File: src/rtl/opb_reg_pkg.sv
// Shared definitions for the OPB control-register bank: FSM encoding,
// bus geometry constants and the byte-enable to user-bit lane map.
package opb_reg_pkg;

  localparam int OPB_BE_W = 4;
  localparam int REG_W    = 32;

  typedef enum logic [1:0] {
    ST_IDLE = 2'd0,
    ST_ACK  = 2'd1,
    ST_HOLD = 2'd2
  } opb_state_e;

  // OPB numbers bits big-endian: BE[0] covers DBus[0:7], which is user bits [31:24].
  function automatic int lane_lo(input int k);
    return (OPB_BE_W - 1 - k) * 8;
  endfunction

  // Expand OPB byte enables into a per-bit write mask in user bit order.
  function automatic logic [REG_W-1:0] be_to_mask(input logic [0:OPB_BE_W-1] be);
    logic [REG_W-1:0] mask;
    mask = '0;
    for (int k = 0; k < OPB_BE_W; k++) begin
      mask[lane_lo(k) +: 8] = {8{be[k]}};
    end
    return mask;
  endfunction

endpackage

File: src/rtl/opb_reg_lane.sv
// One control register of the bank: byte-masked write, optional self-clear
// and a write strobe one cycle after the visible value changes.
// With SHADOW_COMMIT_EN defined, bus writes land in a shadow copy that is
// only transferred to the fabric output when the bank-wide commit fires.
module opb_reg_lane
  import opb_reg_pkg::*;
#(
  parameter logic [REG_W-1:0] RESET_VAL  = '0,
  parameter bit               SELF_CLEAR = 1'b0
) (
  input  logic             clk,
  input  logic             rst,
  input  logic             wr_en,
  input  logic [REG_W-1:0] wr_data,
  input  logic [REG_W-1:0] wr_mask,
  input  logic             commit,
  output logic [REG_W-1:0] data_out,
  output logic [REG_W-1:0] rd_data,
  output logic             wr_strobe
);

  logic [REG_W-1:0] data_q, data_d;
  logic             upd_q, upd_d;      // fabric output changed on the last edge
  logic             clr_q, clr_d;      // self-clear pending for this cycle
  logic             strobe_q, strobe_d;

`ifdef SHADOW_COMMIT_EN
  logic [REG_W-1:0] shadow_q, shadow_d;
  logic             dirty_q, dirty_d;

  // Next-state: bus writes go to the shadow; commit copies shadow to the output.
  always_comb begin
    // NOTE: every variable gets a default first so no branch can infer a latch.
    shadow_d = shadow_q;
    dirty_d  = dirty_q & ~commit;
    data_d   = data_q;
    if (wr_en) begin
      shadow_d = (shadow_q & ~wr_mask) | (wr_data & wr_mask);
      dirty_d  = 1'b1;
    end
    if (SELF_CLEAR && clr_q) data_d = RESET_VAL;
    // A commit landing on the clear cycle takes priority over the clear.
    if (commit) data_d = shadow_q;
    clr_d    = commit;
    upd_d    = commit & dirty_q;
    strobe_d = upd_q;
  end

  assign rd_data = shadow_q;
`else
  logic unused_commit;
  assign unused_commit = commit;

  // Next-state: bus writes update the fabric output directly.
  always_comb begin
    data_d = data_q;
    if (SELF_CLEAR && clr_q) data_d = RESET_VAL;
    // A write landing on the clear cycle takes priority over the clear.
    if (wr_en) data_d = (data_q & ~wr_mask) | (wr_data & wr_mask);
    clr_d    = wr_en;
    upd_d    = wr_en;
    strobe_d = upd_q;
  end

  assign rd_data = data_q;
`endif

  // Register state; every flop, shadow included, returns to a known value on reset.
  always_ff @(posedge clk or posedge rst) begin
    if (rst) begin
      data_q   <= RESET_VAL;
      upd_q    <= 1'b0;
      clr_q    <= 1'b0;
      strobe_q <= 1'b0;
`ifdef SHADOW_COMMIT_EN
      shadow_q <= RESET_VAL;
      dirty_q  <= 1'b0;
`endif
    end else begin
      // NOTE: non-blocking so every flop samples the values from before this edge.
      data_q   <= data_d;
      upd_q    <= upd_d;
      clr_q    <= clr_d;
      strobe_q <= strobe_d;
`ifdef SHADOW_COMMIT_EN
      shadow_q <= shadow_d;
      dirty_q  <= dirty_d;
`endif
    end
  end

  assign data_out  = data_q;
  assign wr_strobe = strobe_q;

endmodule

File: src/rtl/opb_register_bank_ppc2simulink.sv
// OPB slave exposing C_NUM_REGS 32-bit software-writable control registers
// to fabric logic on OPB_Clk. Optional feature macro: SHADOW_COMMIT_EN
// (writes staged in shadows, applied together by a write to slot C_NUM_REGS).
module opb_register_bank_ppc2simulink
  import opb_reg_pkg::*;
#(
  parameter logic [31:0] C_BASEADDR   = 32'h0104_0000,
  parameter logic [31:0] C_HIGHADDR   = 32'h0104_00FF,
  parameter int          C_OPB_AWIDTH = 32,
  parameter int          C_OPB_DWIDTH = 32,
  parameter int          C_NUM_REGS   = 4,
  parameter logic [31:0] C_RESET_VAL  = 32'h0,
  parameter logic [31:0] C_PULSE_MASK = 32'h0,
  parameter string       C_FAMILY     = "virtex6"
) (
  input  logic                       OPB_Clk,
  input  logic                       OPB_Rst,
  input  logic [0:C_OPB_AWIDTH-1]    OPB_ABus,
  input  logic [0:OPB_BE_W-1]        OPB_BE,
  input  logic [0:C_OPB_DWIDTH-1]    OPB_DBus,
  input  logic                       OPB_RNW,
  input  logic                       OPB_select,
  input  logic                       OPB_seqAddr,
  output logic [0:C_OPB_DWIDTH-1]    Sl_DBus,
  output logic                       Sl_errAck,
  output logic                       Sl_retry,
  output logic                       Sl_toutSup,
  output logic                       Sl_xferAck,
  output logic [C_NUM_REGS*32-1:0]   user_data_out,
  output logic [C_NUM_REGS-1:0]      user_wr_strobe
);

  localparam int IDX_W = (C_NUM_REGS > 1) ? $clog2(C_NUM_REGS) : 1;

  if (C_OPB_AWIDTH != 32 || C_OPB_DWIDTH != 32 || C_NUM_REGS < 1 || C_NUM_REGS > 32
      || C_FAMILY == "") begin : g_bad_cfg
    $error("opb_register_bank_ppc2simulink: unsupported parameter set");
  end

  // Address decode. Big-endian bus vectors map MSB-first onto user order.
  logic [31:0] addr, off, slot;
  logic        in_range, hit, is_reg, is_commit;
  logic        unused_ok;

  assign addr      = OPB_ABus;
  assign off       = addr - C_BASEADDR;
  assign slot      = {2'b00, off[31:2]};
  assign in_range  = (addr >= C_BASEADDR) && (addr <= C_HIGHADDR);
  assign hit       = OPB_select && in_range;
  assign is_reg    = slot < 32'(C_NUM_REGS);
`ifdef SHADOW_COMMIT_EN
  assign is_commit = slot == 32'(C_NUM_REGS);
`else
  assign is_commit = 1'b0;
`endif
  assign unused_ok = OPB_seqAddr ^ off[1] ^ off[0];

  // Transfer state, captured when the FSM accepts a request.
  opb_state_e          state_q, state_d;
  logic [IDX_W-1:0]    idx_q, idx_d;
  logic                rnw_q, rnw_d;
  logic [0:OPB_BE_W-1] be_q, be_d;
  logic [REG_W-1:0]    wdata_q, wdata_d;
  logic                is_reg_q, is_reg_d;
  logic                commit_q, commit_d;

  // Next-state: IDLE accepts a hit, ACK lasts one cycle, HOLD absorbs a held select.
  always_comb begin
    state_d  = state_q;
    idx_d    = idx_q;
    rnw_d    = rnw_q;
    be_d     = be_q;
    wdata_d  = wdata_q;
    is_reg_d = is_reg_q;
    commit_d = commit_q;
    unique case (state_q)
      ST_IDLE: begin
        if (hit) begin
          state_d  = ST_ACK;
          idx_d    = slot[IDX_W-1:0];
          rnw_d    = OPB_RNW;
          be_d     = OPB_BE;
          wdata_d  = OPB_DBus;
          is_reg_d = is_reg;
          commit_d = is_commit;
        end
      end
      ST_ACK:  state_d = OPB_select ? ST_HOLD : ST_IDLE;
      ST_HOLD: if (!OPB_select) state_d = ST_IDLE;
      default: state_d = ST_IDLE;
    endcase
  end

  // FSM and captured-request registers.
  always_ff @(posedge OPB_Clk or posedge OPB_Rst) begin
    if (OPB_Rst) begin
      state_q  <= ST_IDLE;
      idx_q    <= '0;
      rnw_q    <= 1'b0;
      be_q     <= '0;
      wdata_q  <= '0;
      is_reg_q <= 1'b0;
      commit_q <= 1'b0;
    end else begin
      state_q  <= state_d;
      idx_q    <= idx_d;
      rnw_q    <= rnw_d;
      be_q     <= be_d;
      wdata_q  <= wdata_d;
      is_reg_q <= is_reg_d;
      commit_q <= commit_d;
    end
  end

  logic             ack, wr_fire, commit_fire;
  logic [REG_W-1:0] wr_mask, rd_word;
  logic [REG_W-1:0] rd_bank [C_NUM_REGS];

  assign ack         = (state_q == ST_ACK);
  assign wr_fire     = ack && !rnw_q && is_reg_q;
  assign commit_fire = ack && !rnw_q && commit_q && wdata_q[0];
  assign wr_mask     = be_to_mask(be_q);

  for (genvar i = 0; i < C_NUM_REGS; i++) begin : g_lane
    opb_reg_lane #(
      .RESET_VAL  (C_RESET_VAL),
      .SELF_CLEAR (C_PULSE_MASK[i])
    ) u_lane (
      .clk       (OPB_Clk),
      .rst       (OPB_Rst),
      .wr_en     (wr_fire && (idx_q == IDX_W'(i))),
      .wr_data   (wdata_q),
      .wr_mask   (wr_mask),
      .commit    (commit_fire),
      .data_out  (user_data_out[32*i +: 32]),
      .rd_data   (rd_bank[i]),
      .wr_strobe (user_wr_strobe[i])
    );
  end

  // Read mux over the lanes; only meaningful when the captured index is a register.
  always_comb begin
    rd_word = '0;
    for (int i = 0; i < C_NUM_REGS; i++) begin
      if (idx_q == IDX_W'(i)) rd_word = rd_bank[i];
    end
  end

  // Bus responses; data bus is forced to zero outside a valid read ack.
  assign Sl_xferAck = ack;
  assign Sl_errAck  = ack && !is_reg_q && !commit_q;
  assign Sl_DBus    = (ack && rnw_q && is_reg_q) ? rd_word : '0;
  assign Sl_retry   = 1'b0;
  assign Sl_toutSup = 1'b0;

endmodule

File: config.mk
export PLATFORM = sky130hd
export DESIGN_NAME = opb_register_bank_ppc2simulink
export DESIGN_NICKNAME = d
export VERILOG_FILES = /design/src/rtl/opb_reg_pkg.sv /design/src/rtl/opb_reg_lane.sv /design/src/rtl/opb_register_bank_ppc2simulink.sv
export SDC_FILE = /design/constraint.sdc
export NUM_CORES = 1
export LEC_CHECK = 0
export CORE_AREA = 2 2 111 113
export DETAILED_ROUTE_END_ITERATION = 12
export DIE_AREA = 0 0 113 115
export DONT_BUFFER_PORTS = 1
export PLACE_DENSITY = 0.8
export SKIP_LAST_GASP = 1
export SLEW_MARGIN = 20
export SYNTH_ARGS = -nofsm -noshare
export SYNTH_HDL_FRONTEND = slang
export SYNTH_SLANG_ARGS = --single-unit
File: constraint.sdc
create_clock -name OPB_Clk -period 12.6 [get_ports OPB_Clk]
set_input_delay 0.63 -clock OPB_Clk [delete_from_list [all_inputs] [get_ports OPB_Clk]]
set_output_delay 0.63 -clock OPB_Clk [all_outputs]
set_load 0.005 [all_outputs]
======== After elaboration in Yosys (flattened, before gate mapping) ========
Index checks and enable logic that the tools add are counted.
operators by class
  bitwise gates (word level) .............. 10
  muxes and demuxes ....................... 9
  order comparisons ....................... 3
  reductions and logical operators ........ 17
  equality and inequality tests ........... 7
  $add $sub $neg .......................... 1
operators with widths
  kind                                                                 number
  bitwise AND 32 bit                                                   5
  2-to-1 mux 32 bit                                                    5
  OR 32 bit                                                            4
  greater-or-equal comparator 32 x 25 -> 1 bit, second input constant  1
  <= comparator 32 x 25 -> 1 bit, second input constant                1
  inverter 32 bit                                                      1
  subtractor 32 x 25 -> 32 bit, second input constant                  1
  < comparator 30 x 3 -> 1 bit, second input constant                  1
  logical AND 1 bit                                                    11
  equality test 2 bit, second input constant                           3
  2-to-1 mux 2 bit                                                     3
  one-hot mux 2 bit (3 select lines)                                   1
  equality test 2 x 1 -> 1 bit, second input constant                  2
  zero test 2 bit                                                      2
  inequality test 2 bit, second input constant                         2
  AND reduction 2 bit                                                  2
  zero test 1 bit                                                      2
word-level totals
  bits in registers ....................... 178
  output and inout port bits .............. 168
  word-level logic and storage cells ...... 65

======== Longest topological paths before layout ========
Gate-level depths: netlist (run 1).
  word-level depth ........................ 6
  mapped depth ............................ 5
  gate-level depth less buffers ........... 4

======== Modules after synthesis ========
A second synthesis (run 1) with hierarchy kept.
unflattened totals
  cell total of the unflattened synthesis .. 738
  area, all modules ....................... 9709.3 sq um
by module, submodules not included
  module                          cells each  area an instance (sq um)  times used
  opb_reg_lane                    134         1721.7                    4
  opb_register_bank_ppc2simulink  202         2822.7                    1

======== Worst setup path before layout (run 1) ========
Ideal clock, no wire load.
  path kind ............................... in2reg
  start ................................... in OPB_ABus[4] (netlist name)
  end ..................................... reg wdata_q[10]
  required time ........................... 12475 ps
  arrival time ............................ 2093 ps
  setup slack ............................. 10382 ps
  setup time .............................. 125 ps
  path buffers ............................ 1
  cell stages on the path ................. 5
  cell sequence ........................... nor4b_2 nand4_1 a2111oi_4 buf_4 mux2_2
between the ends
  word-level cells in the longest chain between the ends .. 4
ends and longest elaborated chain
  item                                                                                                   RTL line                               RTL
  start: declaration                                                                                     opb_register_bank_ppc2simulink.sv:18   input logic [0:C_OPB_AWIDTH-1] OPB_ABus,
  greater-or-equal comparator 32 x 25 -> 1 bit / <= comparator 32 x 25 -> 1 bit (equally long branches)  opb_register_bank_ppc2simulink.sv:48   assign in_range = (addr >= C_BASEADDR) && (addr <= C_HIGHADDR);
  logical AND 1 bit (*)                                                                                  opb_register_bank_ppc2simulink.sv:48
  logical AND 1 bit (*)                                                                                  opb_register_bank_ppc2simulink.sv:49   assign hit = OPB_select && in_range;
  AND reduction 2 bit (no source line) (*)                                                               -
  end signal: assignment                                                                                 opb_register_bank_ppc2simulink.sv:109  wdata_q <= wdata_d;
  end: declaration                                                                                       opb_register_bank_ppc2simulink.sv:63   logic [REG_W-1:0] wdata_q, wdata_d;
Every way passes the cells marked *; elsewhere a longest branch is shown, timed or not.
A chain may end at the register's enable or synchronous reset.

======== Worst setup path after layout (run 1) ========
  start ................................... reg state_q[0]
  end ..................................... out Sl_DBus[11] (netlist name)
between the ends
  word-level cells in the longest chain between the ends .. 4
ends and longest elaborated chain
  item                            RTL line                               RTL
  start: declaration              opb_register_bank_ppc2simulink.sv:59   opb_state_e state_q, state_d;
  start signal: assignment        opb_register_bank_ppc2simulink.sv:105  state_q <= state_d;
  equality test 2 x 1 -> 1 bit    opb_register_bank_ppc2simulink.sv:119  assign ack = (state_q == ST_ACK);
  net Sl_xferAck                  opb_register_bank_ppc2simulink.sv:28   output logic Sl_xferAck,
  logical AND 1 bit (2 in a row)  opb_register_bank_ppc2simulink.sv:152  assign Sl_DBus = (ack && rnw_q && is_reg_q) ? rd_word : '0;
  2-to-1 mux 32 bit               opb_register_bank_ppc2simulink.sv:152
  end: declaration                opb_register_bank_ppc2simulink.sv:24   output logic [0:C_OPB_DWIDTH-1] Sl_DBus,
The timed path passes the listed nets, and every way through them passes these cells.

==> flow_summary.yaml, run 1 <==
run_status:
  status: "finished with violations"
  violations: "design-rule violations"
clock_tree:
  post_cts_buffers: 0
  cts_tree: "done"
  cts_root_buffer: "clkbuf_16"
  clkLatencyLatePin_ps: 430
  cts_sinks: 178
  cts.clk_slew.worst_paths_ps: 60
  cts-resized-gates: 0
  cts_buffers: 17
  hold_buffers: 0
  htreeDepth: 4
  cts.path.max_buffers: 2
logic_synthesis:
  synth_common_cells: "dfrtp_1 (178), mux2_2 (164), nor2b_1 (36), mux4_2 (32), nand2_1 (10)"
  syn_inst: 491
  synth_area_um2: 7790
  yosys.area.top_type: "dfrtp_1"
  synth_seq_area_share: 0.572
  synth.avg_cell_area_um2: 15.9
  synth.distinct_cells: 34
  yosysTopAreaCellShare: 0.572
  synthArstFlopShare: 1.00
  yosysWarnings: 0
  ys.flop_type: "dfrtp_1"
  yosys-top-cells-area: "dfrtp_1 (57%), mux2_2 (24%), mux4_2 (9.3%)"
  synth.most_common_cell: "dfrtp_1"
  synth-seq-cells: 178
  synth-edff-count: 0
critical_path:
  critPathKind: "reg2out"
  worstSetupEndpointType: "output pin"
  start_kind: "flop"
  crit_start: "state_q[0]"
  r2r_start: "state_q[0]"
  critPathArrivalTime_ps: 2500
  crit_fanout: 19
  required_ps: 11970
place:
  portBuffers: 0
  place_ws_ps: 9760
  place_congestion: 0.782
  hpwl_um: 11100
timing:
  final-hold-violation-count: 0
  fin_tns_setup_ps: 0
  period_needed_ps: 3130
  tightest_slew_ps: 975
  rsz0062_at_grt: "no"
  relSlewSlack: 0.350
  finalClockSkew_ps: 8.20
  min_period_over_period: 0.248
  fin_ws_ps: 9470
  setup_violations: 0
  slew_violations: 0
  max_freq_ghz: 0.319
finish:
  seq_area_um2: 4460
  fin_nets: 563
  area_growth_pct: 8.56
  n_fill_cell: 754
  drive_above_1_share: 0.479
  fin_util: 0.716
  multi_input_area_um2: 3170
drt:
  drtIter0Drc: 253
  drc_errors: 15
  wire_per_inst_um: 26.0
  drt_wl_total_um: 16900
  dr.pass1.iters: 9
  vias: 4230
  ant_nets: 0
  vias_per_cell: 6.50
floorplan:
  dieHeight_um: 115
  die-area_um2: 13000
  io_pins: 241
  num_rows: 40
  initial_core_util: 0.659
  core_um2: 11800
  die_w_um: 113
job:
  cap_viol_max_count: 0
worst_hold_path:
  hold_path_class: "in2async"
grt:
  grt_pass1_wl_um: 25800
  grt_overflow: 0
  grt_pass1_vias: 4607
  grt_max_degree: 98
  antenna_found_initial: 1
  track_usage: 0.269
power_and_ir_drop:
  p_leak_uw: 0.00405
  powerDensity_nw_per_um2: 134
  p_total_uw: 1130
  ir_drop_v: 0.000120
==> kinds of logic after synthesis <==
group           synth area share
simple gates              0.0639
mux                        0.335
flops                      0.572
compound gates           0.00707
buf+inv                   0.0212
other cells             0.000481
==> cells in the final DEF (no fill, tap or decap), types with 3 or more instances in the layout <==
cell type	instances
clkbuf_1	7
nand2_2	8
nor2b_1	36
nor2_1	6
mux4_2	32
clkbuf_16	17
bufinv_16	3
nor4_1	3
nor3_1	3
dfrtp_1	176
nand2_1	10
mux2_1	4
buf_4	3
mux2_2	164
clkbuf_8	3
==> cell type report <==
type	count	share of cell area
repair buffers	4	0.00400
well taps	147	0.0218
multi-input cells	287	0.375
clock inverters	5	0.0118
flip-flops and latches	178	0.527
clock buffers	27	0.0583
inverters	2	0.00148
diodes	1	0.000296
==> metrics by stage <==
stage,hold WS (ps),instances,area (µm²)
6_report,230,651,8460
5_1_grt,299,651,8460
4_1_cts,264,650,8450
3_5_place_dp,335,618,7860
3_3_place_gp,334,618,7860
2_1_floorplan,331,492,7790
==> routing by layer <==
layer | vias up | share of wire | global-route usage
li1 | 1792 | - | -
met2 | 173 | 0.51 | 0.434
met3 | 24 | 0.079 | 0.101
met1 | 2241 | 0.39 | 0.332
met4 | 0 | 0.021 | 0.111
met5 | - | 0 | 0
==> final timing paths <==
| kind | end | slack, ps | cells past startpoint |
|---|---|---|---|
| worst max-delay path | Sl_DBus[11] | 9470 | 4 |
| worst min-delay path | async pin | 230 | 1 |
| worst max register to register | idx_q[1] | 9970 | 5 |
| worst min register to register | g_lane[0].u_lane.wr_strobe | 340 | 0 |
| max in group asynchronous | async pin | 11120 | 2 |
| min in group OPB_Clk | state_q[1] | 330 | 1 |
==> worst max-delay path: stages (launching register included) <==
cell	delay, ps
dfrtp_1	410
nor2b_1	340
nand3_1	590
buf_4	470
nor2b_1	270
==> power breakdown <==
group,switching [µW],total [µW],internal [µW]
Combinational,14.1,20.4,6.34
Sequential,6.15,581,575
Clock,201,529,327
Total,222,1130,909
Power figures use the tool's default switching activity.
==> inputs of run 2 (changes only) <==
ABC_AREA = 1   (was not set)
CORE_AREA = 2 2 119 121   (was 2 2 111 113)
DIE_AREA = 0 0 121 123   (was 0 0 113 115)
PLACE_DENSITY = 0.77   (was 0.8)
clock period = 3 ns   (was 12.6 ns; I/O delays follow)
==> run 2 against run 1 <==
  * The run now ends clean
  * Critical path type unchanged
  * Clock-buffer cell count is 4 lower
  * Hold slack got worse by 200 ps
  * Sequential share of layout area decreased by 6.0 points
  * Die area grew 15%
  * Worst setup slack worse by 9100 ps
  * Register-to-register slack lost 9200 ps
  * Synthesized cell count is 90% higher
  * Clock power grew to 4.1 times the previous value
  * Power grew to 4.2 times the previous value
  * Highest routed layer unchanged
  * Sequential cell count did not move
  * Largest power group unchanged
==> flow_summary.yaml, run 2 <==
clock_tree:
  cts.clk_slew.worst_paths_ps: 60
  htreeDepth: 4
  cts_root_buffer: "clkbuf_16"
  cts_sinks: 178
  cts_tree: "done"
  cts_buffers: 17
  cts.path.max_buffers: 2
  clkLatencyLatePin_ps: 420
drt:
  drc_errors: 0
  drtIter0Drc: 552
  wire_per_inst_um: 19.0
  ant_nets: 0
  vias: 6675
  drt_wl_total_um: 21700
  dr.pass1.iters: 5
  vias_per_cell: 5.83
critical_path:
  critPathKind: "reg2out"
  ff2ff_setup_slack_ps: 780
  cp_top_family: "simple AND/OR/NAND/NOR gates"
  start_kind: "flop"
  critPathArrivalTime_ps: 2510
  crit_buf_inv: 1
  r2r_cells: 4
  r2r_start: "idx_q[1]"
  cp_num_cells: 5
  required_ps: 2850
  critPathSlowestCell: "dfrtp_1"
  cp_cell_sequence: "nand2_4 -> inv_1 -> nor2_1 -> o221ai_1 -> a21oi_1"
  worstSetupEndpointType: "output pin"
  crit_path_max_incr_delay_ps: 640
  crit_fanout: 34
worst_hold_path:
  worstHoldStart: "OPB_ABus[27]"
  worstHoldEndpoint: "is_reg_q"
  hold_path_class: "in2reg"
  holdPathStages: 5
finish:
  final_cell_mix: "nand2_1 (265), dfrtp_1 (178), o21ai_2 (93)"
  diodes: 0
  drive_above_1_share: 0.185
  mostFrequentLayoutCell: "nand2_1"
  fin_area_um2: 9530
  area_growth_pct: 11.7
  fin_nets: 1025
  n_fill_cell: 1057
floorplan:
  dieHeight_um: 123
  die-area_um2: 14900
  core_um2: 13600
  num_rows: 43
  io_pins: 241
  die_w_um: 121
  initial_core_util: 0.627
timing:
  whs_ps: 34.1
  rsz0062_at_grt: "no"
  min_period_over_period: 0.885
  setup_violations: 0
  period_needed_ps: 2660
  fin_tns_setup_ps: 0
  relSlewSlack: 0.468
  tightest_slew_ps: 795
  finalClockSkew_ps: 7.22
  final-hold-violation-count: 0
  slew_violations: 0
  max_freq_ghz: 0.376
job:
  cap_viol_max_count: 0
place:
  place_congestion: 0.821
  place_area_um2: 8540
  portBuffers: 0
  hpwl_um: 14400
logic_synthesis:
  synth-edff-count: 0
  yosys.area.top_type: "dfrtp_1"
  synth-seq-cells: 178
  synth.distinct_cells: 33
  ys.flop_type: "dfrtp_1"
  yosys-top-cells-area: "dfrtp_1 (52%), nand2_1 (12%), o21ai_2 (9.6%)"
  yosysTopAreaCellShare: 0.522
  synth_common_cells: "nand2_1 (265), dfrtp_1 (178), o21ai_2 (94), inv_1 (74), o21ai_0 (60)"
  synth_area_um2: 8540
  yosysWarnings: 0
  syn_inst: 935
  synth.avg_cell_area_um2: 9.13
  synth_seq_area_share: 0.522
  synth.most_common_cell: "nand2_1"
  synthArstFlopShare: 1.00
grt:
  grt_overflow: 0
  grt_pass1_vias: 6615
  grt_max_degree: 75
  antenna_found_initial: 0
  grt_pass1_wl_um: 34600
  track_usage: 0.302
power_and_ir_drop:
  ir_drop_v: 0.000362
  p_leak_uw: 0.00468
  powerDensity_nw_per_um2: 495
run_status:
  status: "finished, final reports clean"
==> run 2: kinds of logic (layout without fill, tap and decap cells) <==
family                 after synthesis  count (layout)  synth area share
other                                1               2          0.000439
buffers and inverters              134             163            0.0778
AO/OA/AOI/OAI                      203             203             0.171
flip-flops                         178             178             0.522
AND/OR/NAND/NOR                    419             419             0.229
==> run 2: metrics by stage <==
stage,power [µW],cells,setup slack (ps),utilization
6_report,4720,1145,344,0.700
4_1_cts,4740,1145,382,0.700
3_5_place_dp,2530,1072,839,0.627
2_1_floorplan,2510,936,569,-
5_1_grt,4860,1145,241,0.700
3_3_place_gp,2530,1072,868,0.627
==> run 2: final cells by class <==
type | instances | area (µm²) | share of cell area
Clock buffer | 23 | 478 | 0.0501
Clock inverter | 9 | 105 | 0.0110
Inverter | 80 | 312 | 0.0327
Multi-Input combinational cell | 624 | 3450 | 0.362
Sequential cell | 178 | 4450 | 0.467
Tap cell | 180 | 225 | 0.0236
Timing Repair Buffer | 51 | 510 | 0.0536
==> run 2: layer usage <==
layer | routed length, µm | global-route usage | vias up
li1 | - | - | 3120
met1 | 8800 | 0.395 | 3238
met2 | 10700 | 0.487 | 281
met3 | 1820 | 0.0918 | 36
met4 | 375 | 0.0930 | 0
met5 | 0 | 0 | -
==> run 2: repair_timing <==
action                                 CTS  global route
setup buffers                            0             0
hold buffers                            41             0
gates resized for setup                  0             0
endpoints found under the hold margin   70             0
==> run 2: worst max path at each step <==
| stage | slack (ps) | endpoint | start |
|---|---|---|---|
| floorplan | 570 | async pin | OPB_Rst |
| global placement | 870 | Sl_DBus[5] | idx_q[1] |
| detailed placement | 840 | Sl_DBus[5] | idx_q[1] |
| CTS | 380 | Sl_DBus[7] | idx_q[1] |
| global route | 240 | Sl_DBus[12] | idx_q[1] |
| finish | 340 | Sl_DBus[7] | idx_q[1] |
==> run 2: worst min-delay path, stage by stage <==
cell and delay (ps):
nor2_1 20, nand4_1 90, nor2_1 50, nand2_1 60, nand2_1 50
==> run 2: power by group <==
part	internal, µW	leakage, µW	switching (µW)
combinational	51.2	0.00190	82.4
sequential	2400	0.00249	0.189
clock	1290	0.000287	893
